### config.mk
export PLATFORM = sky130hd
export DESIGN_NAME = uart_tx_fifo
export DESIGN_NICKNAME = d
export VERILOG_FILES = /design/src/rtl/uart_tx_fifo_pkg.sv /design/src/rtl/uart_fifo_ram.sv /design/src/rtl/uart_tx_fifo.sv
export SDC_FILE = /design/constraint.sdc
export NUM_CORES = 1
export LEC_CHECK = 0
export ABC_CLOCK_PERIOD_IN_PS = 3500
export CORE_UTILIZATION = 45
export CTS_CLUSTER_DIAMETER = 200
export DETAILED_ROUTE_END_ITERATION = 7
export PLACE_DENSITY = 0.6
export SLEW_MARGIN = 5
export SYNTH_ARGS = -nofsm -noshare
export SYNTH_HDL_FRONTEND = slang
export SYNTH_SLANG_ARGS = --single-unit
### constraint.sdc
create_clock -name CLK -period 3.5 [get_ports CLK]
set_input_delay 0.7 -clock CLK [delete_from_list [all_inputs] [get_ports CLK]]
set_output_delay 0.7 -clock CLK [all_outputs]
set_load 0.1 [all_outputs]
### src/rtl/uart_tx_fifo_pkg.sv
// uart_tx_fifo_pkg
//   Shared UART constants for the transmit FIFO and the serial transmitter.
//   A frame is one start bit, UART_WIDTH data bits sent LSB first, and one
//   stop bit, with each bit held for UART_BIT_PERIOD clocks.
package uart_tx_fifo_pkg;

    localparam int unsigned UART_WIDTH      = 8;
    localparam int unsigned UART_BIT_PERIOD = 26;
    localparam int unsigned UART_FRAME_BITS = 10;

    localparam logic START_BIT = 1'b0;
    localparam logic STOP_BIT  = 1'b1;

    // Frame in transmit order: bit 0 goes on the line first.
    function automatic logic [UART_FRAME_BITS-1:0] uart_frame(
        input logic [UART_WIDTH-1:0] data
    );
        return {STOP_BIT, data, START_BIT};
    endfunction

endpackage

### src/rtl/uart_fifo_ram.sv
// uart_fifo_ram
//   WIDTH x 2^DEPTH_LOG2 storage array for the UART transmit FIFO.
//   Synchronous write port and asynchronous read port; no control logic.
// Ports:
//   CLK      system clock, write on rising edge
//   wr_en    write strobe
//   wr_addr  write address
//   wr_data  write data
//   rd_addr  read address
//   rd_data  combinational read data
module uart_fifo_ram #(
    parameter int unsigned WIDTH      = 8,
    parameter int unsigned DEPTH_LOG2 = 4
) (
    input  logic                  CLK,
    input  logic                  wr_en,
    input  logic [DEPTH_LOG2-1:0] wr_addr,
    input  logic [WIDTH-1:0]      wr_data,
    input  logic [DEPTH_LOG2-1:0] rd_addr,
    output logic [WIDTH-1:0]      rd_data
);

    logic [WIDTH-1:0] mem [2**DEPTH_LOG2];

    always_ff @(posedge CLK) begin
        if (wr_en) begin
            mem[wr_addr] <= wr_data;
        end
    end

    assign rd_data = mem[rd_addr];

endmodule

### src/rtl/uart_tx_fifo.sv
// uart_tx_fifo
//   Power-of-two circular byte FIFO feeding the UART transmitter through a
//   first-word-fall-through DATA/DATA_READY/IDLE handshake. DEPTH_LOG2 legal
//   range is 1..10; WIDTH must match the transmitter data width.
// Ports:
//   CLK            system clock
//   RST            synchronous, active-high reset
//   WR_DATA        byte to enqueue
//   WR_EN          enqueue request, one byte per cycle
//   FULL           occupancy equals depth
//   EMPTY          occupancy is zero
//   COUNT          current occupancy
//   OVERFLOW       sticky, set when a write is dropped; cleared by RST
//   TX_DATA        head-of-FIFO byte to the transmitter
//   TX_DATA_READY  head byte valid
//   TX_IDLE        transmitter idle; the byte is taken on TX_DATA_READY & TX_IDLE
module uart_tx_fifo
    import uart_tx_fifo_pkg::*;
#(
    parameter int unsigned DEPTH_LOG2 = 4,
    parameter int unsigned WIDTH      = UART_WIDTH
) (
    input  logic                  CLK,
    input  logic                  RST,
    input  logic [WIDTH-1:0]      WR_DATA,
    input  logic                  WR_EN,
    output logic                  FULL,
    output logic                  EMPTY,
    output logic [DEPTH_LOG2:0]   COUNT,
    output logic                  OVERFLOW,
    output logic [WIDTH-1:0]      TX_DATA,
    output logic                  TX_DATA_READY,
    input  logic                  TX_IDLE
);

    localparam int unsigned         DEPTH      = 2 ** DEPTH_LOG2;
    localparam logic [DEPTH_LOG2:0] COUNT_FULL = (DEPTH_LOG2 + 1)'(DEPTH);

    logic [DEPTH_LOG2-1:0] wr_ptr_q, wr_ptr_d;
    logic [DEPTH_LOG2-1:0] rd_ptr_q, rd_ptr_d;
    logic [DEPTH_LOG2:0]   count_q, count_d;
    logic                  overflow_q, overflow_d;
    logic                  full, empty;
    logic                  wr_fire, rd_fire;

    // Flags decode the registered count only, so a write while full is
    // dropped even if a read frees a slot on the same edge.
    assign full    = (count_q == COUNT_FULL);
    assign empty   = (count_q == '0);
    assign wr_fire = WR_EN & ~full;
    assign rd_fire = ~empty & TX_IDLE;

    always_comb begin
        wr_ptr_d   = wr_ptr_q;
        rd_ptr_d   = rd_ptr_q;
        count_d    = count_q;
        overflow_d = overflow_q | (WR_EN & full);
        if (wr_fire) begin
            wr_ptr_d = wr_ptr_q + 1'b1;
        end
        if (rd_fire) begin
            rd_ptr_d = rd_ptr_q + 1'b1;
        end
        unique case ({wr_fire, rd_fire})
            2'b10:   count_d = count_q + 1'b1;
            2'b01:   count_d = count_q - 1'b1;
            default: count_d = count_q;
        endcase
    end

    always_ff @(posedge CLK) begin
        if (RST) begin
            wr_ptr_q   <= '0;
            rd_ptr_q   <= '0;
            count_q    <= '0;
            overflow_q <= 1'b0;
        end else begin
            wr_ptr_q   <= wr_ptr_d;
            rd_ptr_q   <= rd_ptr_d;
            count_q    <= count_d;
            overflow_q <= overflow_d;
        end
    end

    uart_fifo_ram #(
        .WIDTH      (WIDTH),
        .DEPTH_LOG2 (DEPTH_LOG2)
    ) u_ram (
        .CLK     (CLK),
        .wr_en   (wr_fire),
        .wr_addr (wr_ptr_q),
        .wr_data (WR_DATA),
        .rd_addr (rd_ptr_q),
        .rd_data (TX_DATA)
    );

    assign FULL          = full;
    assign EMPTY         = empty;
    assign COUNT         = count_q;
    assign OVERFLOW      = overflow_q;
    assign TX_DATA_READY = ~empty;

endmodule
==> results.txt, run 1 <==
The post-CTS setup buffer count is 0. By startpoint and endpoint, the worst setup path is classified as flip-flop to flip-flop. The cell sitting at the root of the clock tree is a sky130_fd_sc_hd__clkbuf_16. In this run the remaining antenna-violating nets after routing total 0.

Traced cell by cell, the critical path runs through or4_4 > o21a_4 > inv_1 > ha_1 > xor2_1 > ha_1 > inv_1 > a21o_1 > a221oi_1 > mux2_2. The final setup TNS came out at 0 ns. The quantity of I/O buffers inserted on ports is 28. In this run the power density over the cells is 763 mW/mm^2. The min-delay analysis places its worst path in the category flip-flop to flip-flop.

The die height came out at 116 microns. The summed area of non-filler cells in the final layout is 0.00702 sq mm, and the count of yosys warnings during synthesis is 0. Leaving out fill and tap cells, the most frequent cells in the layout are sky130_fd_sc_hd__edfxtp_1, sky130_fd_sc_hd__nor2_1, sky130_fd_sc_hd__mux4_2. IR analysis of the VDD net gives a maximum drop of 830 uV. The detail-routed net length per standard cell was 20.1 microns; the leakage component of the power was 2.36 nW. Leaving out fill and tap cells, the most frequent cell in the layout is sky130_fd_sc_hd__edfxtp_1. In the global route stage, overall resource usage came out at 19.0%.

The kind of end point of the critical path was a flip-flop. TritonCTS built the clock tree. Of the synthesized area, sequential elements account for 71.6%. The clock network latency to the later pin of the worst-skew pair came out at 0.41 ns. The post-detailed-route DRC marker count is 0, and the cell depth of the worst flop-to-flop path is 10. The H-tree was split into 4 levels. The distinct cell type count of the synthesized netlist is 41, and the number of setup violations in the final report is 0. The final count of pins violating max slew came out at 0.

The worst hold path passes through 2 cells. The share of flip-flops with an asynchronous set or reset after synthesis is 0%. Summing all placed instances gives a cell area of 0.00650 sq mm. Summed over all layers, the global routing overflow is 0. Counting I/O delays and the setup requirement, the final critical path takes 3.14 ns. At the pin with the least slew margin, the transition time is 0.962 ns. For the total die area, the log shows 0.0135 sq mm.

Hold repair after CTS inserted 0 buffers. The total of flip-flops plus latches after synthesis is 146. For the first-pass detailed-route iteration total, the log shows 4.

Counting both buffers and inverters, the worst setup path holds a total of 2. The die is 116 microns wide. The first global-routing pass estimated 17,800 microns of wire. At the worst endpoint, the arrival time is 3.43 ns.

The detailed-route wire length came out at 11,200 microns. Once the clock tree was built, the resizer swapped 0 gates to a different size. Layout overhead on the synthesized area: 19.6%. Grouping stages by cell kind, the critical path spends the most delay in compound AO/OA/AOI/OAI gates. Static timing analysis puts the maximum clock frequency at 319 MHz. The fraction of layout cells with a size suffix above 1 was 27.3%; the via count of the first global-routing pass was 3,126. The worst pin sits at a relative slew slack of 35.7%. Deepest clock path buffer count: 2. The critical path crosses 10 cells after its start point.

Data on the critical path is required at its endpoint by 3.79 ns. Entering global routing, the biggest net connects 33 pins. Critical path launch point type: a flip-flop. In the synthesized netlist the dominant register cell turns out to be sky130_fd_sc_hd__edfxtp_1. Each instance of the synthesized netlist takes up on average 17.9 sq um. Pin placement for this block handled 29 I/O pins. The cell type of the slowest stage on the worst timing path was sky130_fd_sc_hd__or4_4.

The number of flops mapped to enable cells by yosys is 128, and the via density per instance is 5.36. The number of standard cells after synthesis was 328. The first routing iteration left 282 violations.

The run gives 17 as the number of buffers created by CTS. The final critical-path share of the clock period is 89.6%, and the vias after detailed routing is 2,984. On the worst path, the slowest cell contributes a delay of 0.67 ns.

Effective utilization at floorplan: 46.3%. In this run the core area contains 41 standard-cell rows. Detailed placement finished with a half-perimeter wire length of 7290 microns. The core footprint was 0.0127 sq mm; the area of the mapped netlist was 0.00587 sq mm.

Max-cap violations in this run came to 0. After clock tree synthesis, the clock-pin slew on the worst setup and hold paths is 0.05 ns. The flow ran to the end, and the final reports show no timing, DRC or antenna violations. For the worst setup skew after layout, the log shows 0.00509 ns. The synthesized netlist net count was 348; the number of sinks on the clock net was 146. Highest net fanout along the worst path: 9.

The run gives 392 as the net total in the final layout. Setup repair after global routing left no endpoint under its margin. The initial antenna violation count was 0; the weighted congestion reported at the end of routability-driven placement was 0.725. The count of inserted antenna diode cells is 0, and the number of hold violations in the final report is 0.
## routing by layer
metal  global-route usage (%)  routed length (microns)  part of all wire [%]  up-vias
met5                        0                        0                     0        -
li1                         -                        -                     -     1381
met3                     5.03                      538                   4.8       15
met2                     31.1                     5660                    50       65
met4                     7.95                      182                   1.6        0
met1                     24.1                     4830                    43     1523
## metrics by stage
stage | setup WS [ns] | cells | total power [W] | hold WS (ns) | util, %
floorplan | 0.0579 | 328 | 0.00337 | 0.472 | -
global placement | 0.321 | 525 | 0.00380 | 0.452 | 51.3
detailed placement | 0.217 | 525 | 0.00382 | 0.463 | 51.3
CTS | 0.297 | 557 | 0.00540 | 0.481 | 55.4
global route | 0.121 | 557 | 0.00556 | 0.525 | 55.4
finish | 0.364 | 557 | 0.00536 | 0.473 | 55.4
## cells by family after synthesis
kind of cell | after synthesis | share of synthesized area (%)
buffers and inverters | 27 | 2.07
adders and majority gates | 8 | 1.71
and+or+nand+nor | 70 | 5.63
DFF | 146 | 71.6
xor gates and xnor gates | 8 | 1.19
muxes | 36 | 13.0
AOI/OAI and AO/OA | 33 | 4.80
## worst paths after layout
kind / start / to / slack (ns)
max reg2reg: COUNT[0] / COUNT[4] / 0.36
max: COUNT[0] / COUNT[4] / 0.36
min reg2reg: OVERFLOW / OVERFLOW / 0.47
min: OVERFLOW / OVERFLOW / 0.47
## sequential cells by signal (all words and copies together), names as in the netlist, named ones only
name,flops
rd_ptr_q,4
OVERFLOW,1
u_ram.mem,128
wr_ptr_q,4
COUNT,5
## cell type report
class	count	area [sq um]
Clock buffer	26	489
Clock inverter	6	32.5
Fill cell	1036	5650
Inverter	8	30.0
Multi-Input combinational cell	155	1550
Sequential cell	146	4210
Tap cell	172	215
Timing Repair Buffer	44	488
## Yosys cell counts (all sizes together) (2+ instances only)
library cell / count / area, sq um
nor3: 6 / 30.0
nand2: 14 / 52.6
ha: 8 / 100
o21ai: 2 / 21.3
inv: 8 / 30.0
a22oi: 16 / 120
or4: 2 / 18.8
and3: 2 / 12.5
nor2: 35 / 131
clkbuf: 11 / 41.3
o211ai: 4 / 53.8
xor2: 7 / 61.3
dfxtp: 18 / 360
a21oi: 3 / 15.0
mux2i: 3 / 30.0
o21a: 3 / 30.0
buf: 8 / 50.1
mux4: 32 / 721
nor2b: 2 / 12.5
nand2b: 3 / 18.8
edfxtp: 128 / 3840
## power by group
part	internal [W]	switching, W
registers	0.00198	0.0000881
clock network	0.000956	0.000641
logic	0.000578	0.00111
total	0.00351	0.00184
## worst reg2reg max path: stages (launching register included)
cell	delay [ns]
sky130_fd_sc_hd__dfxtp_1	0.37
sky130_fd_sc_hd__or4_4	0.67
sky130_fd_sc_hd__o21a_4	0.27
sky130_fd_sc_hd__inv_1	0.06
sky130_fd_sc_hd__ha_1	0.32
sky130_fd_sc_hd__xor2_1	0.20
sky130_fd_sc_hd__ha_1	0.21
sky130_fd_sc_hd__inv_1	0.06
sky130_fd_sc_hd__a21o_1	0.15
sky130_fd_sc_hd__a221oi_1	0.34
sky130_fd_sc_hd__mux2_2	0.38
Note: power is estimated with default switching activity, not from simulation.
==> inputs of run 2 (changes only) <==
--- a/config.mk
+++ b/config.mk
@@ -14,3 +14,4 @@
 export SYNTH_ARGS = -nofsm -noshare
 export SYNTH_HDL_FRONTEND = slang
 export SYNTH_SLANG_ARGS = --single-unit
+export TNS_END_PERCENT = 100
==> results of run 2 <==
The final DEF is identical to that of run 1; final timing and power are the same.
==> inputs of run 3 (changes only) <==
--- a/config.mk
+++ b/config.mk
@@ -6,6 +6,7 @@
 export NUM_CORES = 1
 export LEC_CHECK = 0
 export ABC_CLOCK_PERIOD_IN_PS = 3500
+export CAP_MARGIN = 20
 export CORE_UTILIZATION = 45
 export CTS_CLUSTER_DIAMETER = 200
 export DETAILED_ROUTE_END_ITERATION = 7
==> results of run 3 <==
The final DEF is identical to that of run 1; final timing and power are the same.
